**config.mk**
```make
export PLATFORM = sky130hd
export DESIGN_NAME = request_scheduler
export DESIGN_NICKNAME = d
export VERILOG_FILES = /design/src/rtl/elevator_pkg.sv /design/src/rtl/button_edge.sv /design/src/rtl/request_scheduler.sv
export SDC_FILE = /design/constraint.sdc
export NUM_CORES = 1
export LEC_CHECK = 0
export BUFFER_PORTS_ARGS = -buffer_cell sky130_fd_sc_hd__buf_2
export CAP_MARGIN = 15
export CORE_MARGIN = 3
export CORE_UTILIZATION = 30
export CTS_CLUSTER_SIZE = 8
export DETAILED_ROUTE_END_ITERATION = 10
export PLACE_DENSITY_LB_ADDON = 0.15
export SYNTH_ARGS = -nofsm -noshare
export SYNTH_HDL_FRONTEND = slang
export SYNTH_SLANG_ARGS = --single-unit
```
**constraint.sdc**
```tcl
create_clock -name clk -period 3.55 [get_ports clk]
set_clock_uncertainty 0.15 [all_clocks]
set_input_delay 0.71 -clock clk [delete_from_list [all_inputs] [get_ports clk]]
set_output_delay 0.71 -clock clk [all_outputs]
set_load 0.02 [all_outputs]
```
**src/rtl/elevator_pkg.sv**
```systemverilog
// Shared floor labels, direction codes and scheduler state enumeration.
// Latency: n/a (definitions only).
// Backpressure: n/a.
package elevator_pkg;

    localparam logic [1:0] FLOOR_F1 = 2'b00;
    localparam logic [1:0] FLOOR_F2 = 2'b01;
    localparam logic [1:0] FLOOR_F3 = 2'b10;

    localparam logic [1:0] DIR_IDLE = 2'b00;
    localparam logic [1:0] DIR_UP   = 2'b01;
    localparam logic [1:0] DIR_DOWN = 2'b10;

    typedef enum logic [1:0] {
        ST_IDLE = 2'd0,
        ST_UP   = 2'd1,
        ST_DOWN = 2'd2,
        ST_SOS  = 2'd3
    } sched_state_t;

    // SOS reports "down" because the cabin is always sent to floor 1.
    function automatic logic [1:0] dir_of(input sched_state_t s);
        case (s)
            ST_UP:   dir_of = DIR_UP;
            ST_DOWN: dir_of = DIR_DOWN;
            ST_SOS:  dir_of = DIR_DOWN;
            default: dir_of = DIR_IDLE;
        endcase
    endfunction

endpackage

```
**src/rtl/button_edge.sv**
```systemverilog
// Rising-edge detector for one synchronous call button.
// Latency: combinational pulse in the first cycle the button is seen high.
// Backpressure: none; a held button yields a single pulse.
module button_edge (
    input  logic clk,
    input  logic rst,
    input  logic button,
    output logic rise
);

    logic prev;

    // Remember last cycle's level so only a 0->1 transition produces a pulse.
    always_ff @(posedge clk) begin
        if (rst) prev <= 1'b0;
        else     prev <= button;
    end

    assign rise = button & ~prev;

endmodule

```
**src/rtl/request_scheduler.sv**
```systemverilog
// Three-floor call scheduler: latches button requests and picks the next goal floor.
// Latency: leds, direction and goal update one clk after the press/floor change.
// Backpressure: none; requests are level bits, repeats of a pending floor merge.
module request_scheduler
    import elevator_pkg::*;
#(
    parameter logic [1:0] labelF1 = FLOOR_F1,
    parameter logic [1:0] labelF2 = FLOOR_F2,
    parameter logic [1:0] labelF3 = FLOOR_F3
) (
    input  logic       clk,
    input  logic       button_reset,
    input  logic       button1,
    input  logic       button2,
    input  logic       button3,
    input  logic [1:0] floor,
    input  logic       moving,
    input  logic       door,
    input  logic       sos_mode,
    output logic       led1,
    output logic       led2,
    output logic       led3,
    output logic [1:0] goal_floor,
    output logic       goal_valid,
    output logic [1:0] direction
);

    logic [2:0]   rise;
    logic [2:0]   at_floor;
    logic [2:0]   serve;
    logic         cur_ok;
    logic [1:0]   cur_idx;
    logic [2:0]   pending_q, pending_nxt;
    logic [2:0]   above, below;
    logic [1:0]   up_idx, dn_idx, d_up, d_dn;
    logic [1:0]   up_lbl, dn_lbl;
    sched_state_t state_q, state_nxt;
    logic [1:0]   goal_q, goal_nxt;
    logic         vld_q, vld_nxt;

    button_edge u_edge1 (.clk(clk), .rst(button_reset), .button(button1), .rise(rise[0]));
    button_edge u_edge2 (.clk(clk), .rst(button_reset), .button(button2), .rise(rise[1]));
    button_edge u_edge3 (.clk(clk), .rst(button_reset), .button(button3), .rise(rise[2]));

    function automatic logic [1:0] idx_to_label(input logic [1:0] idx);
        case (idx)
            2'd0:    idx_to_label = labelF1;
            2'd1:    idx_to_label = labelF2;
            default: idx_to_label = labelF3;
        endcase
    endfunction

    assign at_floor = {floor == labelF3, floor == labelF2, floor == labelF1};
    assign cur_ok   = |at_floor;
    assign cur_idx  = at_floor[1] ? 2'd1 : (at_floor[2] ? 2'd2 : 2'd0);
    // A floor is served while the cabin stands there with the door open.
    assign serve    = at_floor & {3{~moving & door}};

    // Next pending set: SOS wipes everything, an invalid floor freezes it, serve beats a press.
    always_comb begin
        pending_nxt = pending_q;
        if (sos_mode)
            pending_nxt = 3'b000;
        else if (cur_ok)
            pending_nxt = (pending_q | rise) & ~serve;
    end

    // Split pending requests into those above and below the cabin and find the nearest of each.
    always_comb begin
        above = 3'b000;
        below = 3'b000;
        for (int i = 0; i < 3; i++) begin
            above[i] = pending_nxt[i] && (2'(i) > cur_idx);
            below[i] = pending_nxt[i] && (2'(i) < cur_idx);
        end
        up_idx = above[0] ? 2'd0 : (above[1] ? 2'd1 : 2'd2);
        dn_idx = below[2] ? 2'd2 : (below[1] ? 2'd1 : 2'd0);
        d_up   = up_idx - cur_idx;
        d_dn   = cur_idx - dn_idx;
        up_lbl = idx_to_label(up_idx);
        dn_lbl = idx_to_label(dn_idx);
    end

    // Next state and goal; reversals are only taken with the cabin stopped.
    always_comb begin
        state_nxt = state_q;
        goal_nxt  = goal_q;
        vld_nxt   = 1'b0;
        if (sos_mode) begin
            state_nxt = ST_SOS;
            goal_nxt  = labelF1;
            vld_nxt   = cur_ok && (floor != labelF1);
        end else if (state_q == ST_SOS) begin
            state_nxt = ST_IDLE;
        end else if (cur_ok) begin
            case (state_q)
                ST_IDLE: begin
                    if ((|above) && (!(|below) || (d_up <= d_dn))) begin
                        state_nxt = ST_UP;
                        goal_nxt  = up_lbl;
                    end else if (|below) begin
                        state_nxt = ST_DOWN;
                        goal_nxt  = dn_lbl;
                    end
                end
                ST_UP: begin
                    if (|above) begin
                        goal_nxt = up_lbl;
                    end else if (!moving) begin
                        if (|below) begin
                            state_nxt = ST_DOWN;
                            goal_nxt  = dn_lbl;
                        end else begin
                            state_nxt = ST_IDLE;
                        end
                    end
                end
                ST_DOWN: begin
                    if (|below) begin
                        goal_nxt = dn_lbl;
                    end else if (!moving) begin
                        if (|above) begin
                            state_nxt = ST_UP;
                            goal_nxt  = up_lbl;
                        end else begin
                            state_nxt = ST_IDLE;
                        end
                    end
                end
                default: state_nxt = ST_IDLE;
            endcase
            vld_nxt = (state_nxt != ST_IDLE) && (goal_nxt != floor);
        end
    end

    // State, pending requests and goal registers.
    always_ff @(posedge clk) begin
        if (button_reset) begin
            state_q   <= ST_IDLE;
            pending_q <= 3'b000;
            goal_q    <= labelF1;
            vld_q     <= 1'b0;
        end else begin
            state_q   <= state_nxt;
            pending_q <= pending_nxt;
            goal_q    <= goal_nxt;
            vld_q     <= vld_nxt;
        end
    end

    assign led1       = pending_q[0];
    assign led2       = pending_q[1];
    assign led3       = pending_q[2];
    assign goal_floor = goal_q;
    assign goal_valid = vld_q;
    assign direction  = dir_of(state_q);

endmodule

```
==> summary.txt, run 1 <==
Clock tree
  • CTS tree: built
  • Worst-path clk slew: 0.08 ns
  • Num CTS Buffers: 3
  • Clock Tree Buf Depth: 2
  • Clk sinks: 11
  • Htree depth: 1
  • CTS Hold Bufs: 0
  • Clk_lat worst skew: 0.27 ns
  • Clk root buf: clkbuf_4
  • Post-CTS Resized: 0
  • Post-CTS setup buffers: 0

Worst setup path
  • Crit-path cells: buf_2, ha_1, or3b_1, a211o_1, a211oi_2, nor2_1, a211o_1, a211oi_1, nor3_1
  • Launch point of the worst reg-to-reg path: u_edge3.prev
  • Worst Path Arrival: 3.05 ns
  • Setup CP Type: in2reg
  • Buf/Inv on CP: 1
  • CP Capture Type: flop
  • Worst R2R Setup Slack: 1.20 ns
  • Most used cell, CP: a211o_1
  • Worst Setup Start Kind: input pin
  • CP Data Required Time: 3.57 ns
  • Worst-path maximum fanout: 13
  • Worst path slowest cell: or3b_1
  • FF-to-FF End: state_q[0]
  • CP max stage delay: 0.56 ns
  • Reg2Reg Depth: 7
  • Family with the most delay on the worst path: compound AO/OA/AOI/OAI gates

Final layout
  • Antenna fix cells: 0
  • Multi-input logic area: 725.7 sq um
  • Commonest non-fill, non-tap cell in the layout: buf_2
  • Proportion of layout cells with a drive suffix above 1: 20.28%
  • Nets@finish: 159
  • Storage cell area: 220.2 sq um
  • Commonest non-fill, non-tap cells in the layout: 17 x buf_2, 12 x nand2_1, 11 x dfxtp_1
  • Syn-to-layout area delta: 13.65%
  • Filler Cells Inserted: 347

Hold path
  • Hold path cells: 2
  • Hold Crit Start: pending_q[0]
  • Hold Crit Class: reg2reg
  • Hold Path End: pending_q[0]

Power and ir drop
  • Total power: 0.0003447 W
  • Peak supply drop: 0.1538 mV
  • Pint: 0.0002183 W
  • Combinational share of power: 32.4%
  • Switch share: 36.68%
  • Pwr/cell area: 300.8 mW/mm^2
  • Leakage: 0.4618 nW
  • Flop pwr share: 40.6%
  • Clock network power share: 27.0%
  • Switch Pwr: 0.0001264 W

GRT
  • Largest net degree at the start of global routing: 17
  • Number of global-route vias before repair: 992
  • Initial antenna violation count: 0
  • First-pass GRT wire length: 4.864 mm
  • Gr usage total: 14.91%
  • Remaining Overflow, GRT: 0

Drt
  • DRT Pass-1 Iters: 4
  • Vias: 1,066
  • Routed wire length: 2.860 mm
  • DRT iter0 DRCs: 64
  • Via-per-instance ratio: 5.701
  • Routed len/inst: 15.29 um
  • ANT nets after route: 0
  • DRC: 0

Job
  • Max-cap violations: 0

Die
  • Initial core utilization: 32.24%
  • Die height: 63.98 um
  • Die area: 0.004093 sq mm
  • Top-level I/O count: 18
  • Core box area: 0.003128 sq mm
  • Standard-cell rows: 20
  • Die Width: 63.98 um

STA
  • Final Hold Viols: 0
  • Final worst slack: 0.5130 ns
  • Setup TNS: 0 ns
  • Upper clock frequency limit: 0.3293 GHz
  • RSZ-0062 raised after global routing: false
  • Final Max Tran Viols: 0
  • Final min period: 3.037 ns
  • Crit share post-route: 85.55%
  • # setup viols final: 0
  • Relative slew slack: 62.00%
  • Worst Max-Slew Pin Slew: 0.5675 ns

Synth
  • Synthesized area per cell: 7.818 sq um
  • Yosys cell types: 48
  • Number of synthesized flops with an enable pin: 0
  • Synth Flop Type: dfxtp_1
  • Syn Inst Count: 129
  • Synthesized area: 0.001008 sq mm
  • Synth Register Bits: 11
  • Synth warn: 0
  • Ys async rst share: 0%
  • Syn_nets: 144
  • Sequential area share after synthesis: 21.84%

Place
  • Input/output buffers: 17
  • GP Congestion: 0.8100
  • Post-place setup slack: 0.2630 ns
  • DPL Wire Length: 2.171 mm

Run status
  • Status: finished clean
## cells by family after synthesis
group                      Yosys count  synth area share (%)
and+or+nand+nor                     54                 30.89
adders and majority gates            5                 6.203
AOI/OAI and AO/OA                   42                 33.87
muxes                                1                0.9926
DFF                                 11                 21.84
buffers and inverters               16                 6.203
## flip-flops by register name, indices dropped and copies added (netlist names)
name          flops
u_edge2.prev      1
u_edge3.prev      1
state_q           2
pending_q         3
u_edge1.prev      1
goal_valid        1
goal_floor        2
## area by class of cell
| cell class | instances | area share, % |
|---|---|---|
| clock buffer | 4 | 2.293 |
| inverter | 9 | 2.948 |
| multi-input combinational | 102 | 63.32 |
| sequential | 11 | 19.21 |
| tap | 44 | 4.803 |
| timing repair buffer | 17 | 7.424 |
## tightest hold or removal path: cells and delay by family (launching register included)
family / cells / cell delay (ns)
and+or+nand+nor: 1 / 0.08
AOI/OAI and AO/OA: 1 / 0.09
DFF: 1 / 0.34
## per-layer routing
| metal | wire length (um) | vias to the layer above | track usage [%] |
|---|---|---|---|
| li1 | - | 516 | - |
| met1 | 1341 | 514 | 19.98 |
| met2 | 1327 | 34 | 23.87 |
| met3 | 175 | 2 | 4.569 |
| met4 | 16 | 0 | 2.156 |
| met5 | 0 | - | 0 |
## through the flow
step / util, % / instance area (sq um) / hold WS [ns] / cells
2_1_floorplan: - / 1008 / 0.3928 / 129
3_3_place_gp: 35.80 / 1120 / 0.3637 / 183
3_5_place_dp: 35.80 / 1120 / 0.3795 / 183
4_1_cts: 36.64 / 1146 / 0.4037 / 187
5_1_grt: 36.64 / 1146 / 0.4583 / 187
6_report: 36.64 / 1146 / 0.3978 / 187
## worst max path at each step
stage,end,cells past startpoint,slack [ns],start
floorplan,state_q[0],9,0.80,floor[0]
global placement,state_q[0],9,0.29,floor[0]
detailed placement,state_q[0],9,0.26,floor[0]
CTS,state_q[0],9,0.55,floor[0]
global route,state_q[0],9,0.36,floor[0]
finish,state_q[0],9,0.51,floor[0]
## power by group through the flow
stage / sequential (W) / clock [W] / combinational, W
4_1_cts: 0.000140 / 0.0000957 / 0.000111
3_5_place_dp: 0.000143 / 0 / 0.000111
6_report: 0.000140 / 0.0000931 / 0.000112
3_3_place_gp: 0.000143 / 0 / 0.000110
2_1_floorplan: 0.000144 / 0 / 0.0000787
5_1_grt: 0.000142 / 0.0000996 / 0.000124
## Yosys cell counts (2+ instances only)
cell | instances | area, sq um
inv_1 | 8 | 30.03
o2111ai_1 | 2 | 17.52
nand4_1 | 2 | 12.51
nand3_1 | 4 | 20.02
a211oi_1 | 4 | 30.03
or2_2 | 2 | 12.51
nand2_1 | 12 | 45.04
ha_1 | 5 | 62.56
o21ai_0 | 6 | 30.03
a21oi_1 | 2 | 10.01
nor2_1 | 9 | 33.78
a2111oi_0 | 2 | 17.52
nor2b_1 | 4 | 25.02
buf_2 | 2 | 10.01
nor3_1 | 3 | 15.01
clkbuf_1 | 5 | 18.77
o211ai_1 | 3 | 22.52
dfxtp_1 | 11 | 220.2
nand4bb_1 | 2 | 22.52
and2_1 | 4 | 25.02
nor3b_1 | 3 | 22.52
a211o_1 | 6 | 52.55
a31oi_1 | 3 | 18.77
No activity file was read; power rests on OpenSTA's default activity.
==> run 2, diff against run 1 <==
--- a/config.mk
+++ b/config.mk
@@ -14,4 +14,5 @@
 export PLACE_DENSITY_LB_ADDON = 0.15
 export SYNTH_ARGS = -nofsm -noshare
 export SYNTH_HDL_FRONTEND = slang
+export SYNTH_HIERARCHICAL = 1
 export SYNTH_SLANG_ARGS = --single-unit
==> run 2 against run 1 <==
  * Maximum frequency grew 12%
  * Via count shrank 3.5%
  * Total power grew 6.3%
  * Sequential power barely moved
  * Register-to-register slack improved by 0.18 ns
  * Die area up 3.8%
  * Final area up 3.5%
  * Sequential share of layout area fell by 0.65 points
  * Cell count rose by 0.53%
  * Sequential cell count unchanged
  * Routed wire length grew 0.80%
  * Largest power group unchanged
==> summary.txt, run 2 <==
Worst setup path
  • Worst Path Arrival: 2.72 ns
  • Worst Setup Start Kind: input pin
  • Worst-path maximum fanout: 11
  • CP Capture Type: flop
  • CP Data Required Time: 3.57 ns
  • Setup CP Type: in2reg

Clock tree
  • Clk sinks: 11
  • Clock Tree Buf Depth: 2
  • Post-CTS setup buffers: 0
  • Post-CTS Resized: 0
  • Num CTS Buffers: 3
  • Clk_lat worst skew: 0.28 ns
  • CTS Hold Bufs: 0
  • Htree depth: 1
  • Clk root buf: clkbuf_4
  • Worst-path clk slew: 0.08 ns
  • CTS tree: built

Drt
  • Routed wire length: 2.883 mm
  • Via-per-instance ratio: 5.473
  • ANT nets after route: 0
  • DRC: 0
  • Vias: 1,029
  • DRT iter0 DRCs: 38
  • DRT Pass-1 Iters: 4
  • Routed len/inst: 15.34 um

STA
  • Final Hold Viols: 0
  • Worst Max-Slew Pin Slew: 0.4680 ns
  • RSZ-0062 raised after global routing: false
  • Final min period: 2.702 ns
  • Relative slew slack: 68.75%
  • Final Max Tran Viols: 0
  • # setup viols final: 0
  • Upper clock frequency limit: 0.3700 GHz
  • Final worst slack: 0.8476 ns
  • Crit share post-route: 76.12%
  • Setup TNS: 0 ns

Synth
  • Synthesized area: 0.001051 sq mm
  • Synth Register Bits: 11
  • Syn_nets: 144
  • Synth top area cells: dfxtp_1 21%, nor2b_4 7.9%, ha_1 6.0%
  • Sequential area share after synthesis: 20.95%
  • Post-synth top cells: 12 x a21oi_1, 12 x nor2_1, 12 x o21ai_0, 11 x dfxtp_1, 9 x inv_1
  • Synth warn: 6
  • Ys async rst share: 0%
  • Synthesized area per cell: 8.147 sq um
  • Yosys cell types: 43
  • Synth area leader: dfxtp_1
  • Top cell type's share of synthesized area: 20.95%
  • Synth Flop Type: dfxtp_1
  • Number of synthesized flops with an enable pin: 0
  • Syn Inst Count: 129

Final layout
  • Final non-filler cell total: 188
  • Commonest non-fill, non-tap cells in the layout: 17 x buf_2, 12 x o21ai_0, 12 x nor2_1, 12 x a21oi_1, 11 x dfxtp_1
  • Syn-to-layout area delta: 12.86%
  • Reg with most FFs: pending_q
  • Proportion of layout cells with a drive suffix above 1: 26.39%
  • Number of flip-flops in the largest register: 3
  • Commonest non-fill, non-tap cell in the layout: buf_2
  • Nets@finish: 160
  • Antenna fix cells: 0

Die
  • Initial core utilization: 32.81%
  • Top-level I/O count: 18
  • Core box area: 0.003203 sq mm
  • Die area: 0.004250 sq mm
  • Die height: 65.19 um
  • Die Width: 65.19 um
  • Standard-cell rows: 20

GRT
  • Initial antenna violation count: 0
  • Remaining Overflow, GRT: 0
  • Number of global-route vias before repair: 1,006
  • Largest net degree at the start of global routing: 17
  • First-pass GRT wire length: 4.836 mm
  • Gr usage total: 14.62%

Power and ir drop
  • Leakage: 0.4718 nW
  • Peak supply drop: 0.1314 mV
  • Pwr/cell area: 308.8 mW/mm^2
  • Total power: 0.0003663 W

Place
  • GP Congestion: 0.8662
  • Input/output buffers: 17
  • Post-place setup slack: 0.5644 ns
  • Placed insts: 184
  • DPL Wire Length: 2.153 mm

Job
  • Max-cap violations: 0

Run status
  • Status: finished clean

Hold path
  • Hold Crit Class: reg2reg
[run 2: cell count changes after synthesis, sizes merged, moves of 3 or more]
cell / change
a211o: -6
a211oi: -5
a21oi: +12
a221oi: +3
and2: -3
nand2: -4
nand3: -3
nor2b: +6
o21ai: +7
[run 2: cell type report]
class | count | area, sq um
Sequential cell | 11 | 220.2
Inverter | 9 | 33.78
Clock buffer | 4 | 26.28
Tap cell | 44 | 55.05
Multi-Input combinational cell | 103 | 765.7
Timing Repair Buffer | 17 | 85.08
Fill cell | 378 | 2017
[run 2: final timing paths]
check / startpoint / endpoint / slack [ns] / cells past startpoint
worst max register to register: u_edge3/prev / goal_valid / 1.38 / 9
worst max-delay path: floor[1] / goal_valid / 0.85 / 10
worst min register to register: goal_floor[1] / goal_floor[1] / 0.39 / 2
worst min-delay path: goal_floor[1] / goal_floor[1] / 0.39 / 2
[run 2: stage by stage]
stage | area (sq um) | hold slack, ns | utilization (%)
5_1_grt | 1186 | 0.4390 | 37.03
2_1_floorplan | 1051 | 0.4394 | -
6_report | 1186 | 0.3889 | 37.03
3_5_place_dp | 1160 | 0.3850 | 36.21
3_3_place_gp | 1160 | 0.3647 | 36.21
4_1_cts | 1186 | 0.3973 | 37.03
[run 2: cell families (layout without fill, tap and decap cells)]
| kind of cell | Yosys count | count (layout) | share of synthesized area [%] |
|---|---|---|---|
| flip-flops | 11 | 11 | 20.95 |
| XOR/XNOR | 2 | 2 | 1.667 |
| AND/OR/NAND/NOR | 48 | 48 | 31.79 |
| adder cells (fa/ha/maj) | 5 | 5 | 5.952 |
| buffers and inverters | 15 | 30 | 6.189 |
| AO/OA/AOI/OAI | 48 | 48 | 33.45 |
[run 2: critical path, stage by stage]
cell	delay, ns
buf_2	0.13
ha_1	0.42
nor2b_2	0.13
o211ai_1	0.25
a21oi_1	0.13
o311ai_0	0.40
nor2_1	0.12
a21oi_2	0.18
xnor2_1	0.15
a31oi_1	0.10
[run 2: routing by layer]
layer	vias up	track usage [%]	wire (um)
met2	37	23.64	1412
met3	4	2.735	173
li1	505	-	-
met5	-	0	0
met4	0	5.440	31
met1	483	19.19	1265
[run 2: report_power, final]
part | switching (W) | internal, W | total, W
Clock | 0.0000492 | 0.0000436 | 0.0000928
Combinational | 0.0000766 | 0.0000534 | 0.000130
Sequential | 0.0000121 | 0.000131 | 0.000143
Total | 0.000138 | 0.000228 | 0.000366
==> run 3, diff against run 2 <==
--- a/config.mk
+++ b/config.mk
@@ -5,6 +5,7 @@
 export SDC_FILE = /design/constraint.sdc
 export NUM_CORES = 1
 export LEC_CHECK = 0
+export ABC_AREA = 1
 export BUFFER_PORTS_ARGS = -buffer_cell sky130_fd_sc_hd__buf_2
 export CAP_MARGIN = 15
 export CORE_MARGIN = 3
==> constraint.sdc (replaced) <==
create_clock -name clk -period 2.55 [get_ports clk]
set_clock_uncertainty 0.15 [all_clocks]
set_input_delay 0.51 -clock clk [delete_from_list [all_inputs] [get_ports clk]]
set_output_delay 0.51 -clock clk [all_outputs]
set_load 0.02 [all_outputs]
==> run 3 against run 2 <==
  * First-iteration DRC count shrank 32%
  * Setup slack lost 0.56 ns
  * Via count shrank 3.3%
  * Critical path depth grew 6
  * Cell count grew 19%
  * Sequential cell count is the same
==> summary.txt, run 3 <==
Run status
  • Status: finished clean

Final layout
  • Filler Cells Inserted: 363
  • Final non-filler cell total: 223
  • Nets@finish: 195
  • Proportion of layout cells with a drive suffix above 1: 24.58%
  • Commonest non-fill, non-tap cells in the layout: 45 x nand2_1, 25 x inv_1, 20 x nor2_1
  • Commonest non-fill, non-tap cell in the layout: nand2_1
  • Storage cell area: 220.2 sq um
  • Multi-input logic area: 666.9 sq um
  • Syn-to-layout area delta: 17.99%
  • Number of flip-flops in the largest register: 3
  • Antenna fix cells: 0
  • Reg with most FFs: pending_q

Drt
  • DRC: 0
  • Met1 wire length: 1.208 mm
  • DRT Pass-1 Iters: 4
  • Vias: 995
  • DR top layer: met4
  • Met2 routed WL: 1.149 mm
  • Via-per-instance ratio: 4.462
  • Routed len/inst: 10.97 um
  • ANT nets after route: 0
  • DRT iter0 DRCs: 26
  • Routed wl met3: 51 um
  • Routed wire length: 2.446 mm

Power and ir drop
  • Clock network power share: 25.5%
  • Pwr/cell area: 427.1 mW/mm^2
  • Combinational share of power: 36.4%
  • Peak supply drop: 0.1864 mV
  • Total power: 0.0005012 W
  • Switch share: 39.08%
  • Flop pwr share: 38.1%
  • Leakage: 0.6339 nW
  • Pint: 0.0003053 W
  • Switch Pwr: 0.0001959 W

STA
  • Final worst slack: 0.2833 ns
  • Worst Max-Slew Pin Slew: 0.3076 ns
  • Setup TNS: 0 ns
  • RSZ-0062 raised after global routing: false
  • Upper clock frequency limit: 0.4412 GHz
  • Final Hold Viols: 0
  • Final min period: 2.267 ns
  • Final worst hold slack: 0.2944 ns
  • Crit share post-route: 88.89%
  • Relative slew slack: 79.42%
  • Final Max Tran Viols: 0
  • # setup viols final: 0

GRT
  • Largest net degree at the start of global routing: 11
  • Gr usage total: 14.04%
  • Number of global-route vias before repair: 1,017
  • First-pass GRT wire length: 4.519 mm
  • Remaining Overflow, GRT: 0
  • Initial antenna violation count: 0

Synth
  • Synthesized area: 994.7 sq um
  • Sequential area share after synthesis: 22.14%
  • Synth area leader: dfxtp_1
  • Yosys cell types: 27
  • Syn_nets: 172
  • Synth Register Bits: 11
  • Ys async rst share: 0%
  • Synth top area cells: dfxtp_1 22%, nand2_1 17%, inv_1 9.4%
  • Synthesized area per cell: 6.336 sq um
  • Top cell type's share of synthesized area: 22.14%
  • Post-synth top cells: 45 x nand2_1, 25 x inv_1, 20 x nor2_1, 11 x dfxtp_1, 10 x nand3_1
  • Synth warn: 6
  • Syn Inst Count: 157
  • Number of synthesized flops with an enable pin: 0
  • Synth Flop Type: dfxtp_1
  • Most frequent cell after synthesis: nand2_1

Clock tree
  • Clk sinks: 11
  • Clock Tree Buf Depth: 2
  • Clk root buf: clkbuf_4
  • Htree depth: 1
  • CTS Hold Bufs: 0
  • Clk_lat worst skew: 0.28 ns
  • Worst-path clk slew: 0.08 ns
  • Num CTS Buffers: 3
  • Post-CTS setup buffers: 0
  • Post-CTS Resized: 0
  • CTS tree: built

Worst setup path
  • Setup CP Type: in2reg
  • Worst Path Arrival: 2.29 ns
  • CP Capture Type: flop
  • Worst-path maximum fanout: 7
  • CP Data Required Time: 2.57 ns
  • Worst Setup Start Kind: input pin

Place
  • Post-place setup slack: -0.01812 ns
  • GP Congestion: 0.8956
  • DPL Wire Length: 2.011 mm
  • Input/output buffers: 17
  • Placed insts: 219

Die
  • Die area: 0.004042 sq mm
  • Top-level I/O count: 18
  • Core box area: 0.003103 sq mm
  • Initial core utilization: 32.06%
  • Die Width: 63.58 um
  • Die height: 63.58 um
  • Standard-cell rows: 20

Hold path
  • Hold Crit Class: in2reg

Job
  • Max-cap violations: 0
[run 3: changes by cell type in the layout (fill, tap and decap cells not counted), sizes merged, moves of 3 or more]
cell,change
nand2,+42
nor2,+10
o311ai,-3
o21ai,-11
a221oi,-3
inv,+18
nor2b,-10
o211ai,-4
a21oi,-5
nand3,+16
nand2b,-3
[run 3: worst paths after layout]
kind           startpoint            to  slack, ns  cells after the start
max              floor[0]    goal_valid       0.28                     16
max reg2reg  u_edge2/prev    goal_valid       0.52                     14
min reg2reg  pending_q[0]  pending_q[0]       0.41                      4
min               button3  u_edge3/prev       0.29                      3
[run 3: cells by family after synthesis]
| kind of cell | after synthesis | synth area share (%) |
|---|---|---|
| AOI/OAI and AO/OA | 18 | 13.71 |
| adders and majority gates | 5 | 6.289 |
| buffers and inverters | 28 | 10.82 |
| DFF | 11 | 22.14 |
| and+or+nand+nor | 95 | 47.04 |
[run 3: through the flow]
step / cell area, sq um / utilization, %
final: 1174 / 37.82
after global routing: 1174 / 37.82
after CTS: 1174 / 37.82
after detailed placement: 1146 / 36.94
after global placement: 1146 / 36.94
after floorplan: 994.7 / -
[run 3: cell type report]
type	instances	share of cell area (%)
multi-input combinational	118	56.82
sequential	11	18.76
inverter	27	8.849
timing repair buffer	19	8.529
tap	44	4.691
clock buffer	3	1.919
clock inverter	1	0.4264
[run 3: power groups by stage]
stage | clock [W] | combinational (W) | sequential [W]
after floorplan | 0 | 0.000125 | 0.000201
after global placement | 0 | 0.000183 | 0.000195
after detailed placement | 0 | 0.000183 | 0.000195
after CTS | 0.000133 | 0.000184 | 0.000191
after global routing | 0.000147 | 0.000211 | 0.000193
final | 0.000128 | 0.000182 | 0.000191
[run 3: per-layer routing]
metal	GRT usage (%)	vias to the layer above
met5	0	-
met4	5.660	0
met3	2.674	4
met2	23.47	15
met1	17.54	438
li1	-	538
[run 3: critical path: stages]
cell and delay [ns]:
buf_2 0.12, ha_1 0.24, inv_4 0.12, nand2_1 0.06, a21oi_1 0.16, nand3_1 0.17, nand3_2 0.15, inv_1 0.07
nand3_1 0.07, o21ai_0 0.08, a21boi_0 0.20, nand2_1 0.09, nand3_1 0.09, inv_1 0.04, nand2_1 0.07, a21oi_2 0.05
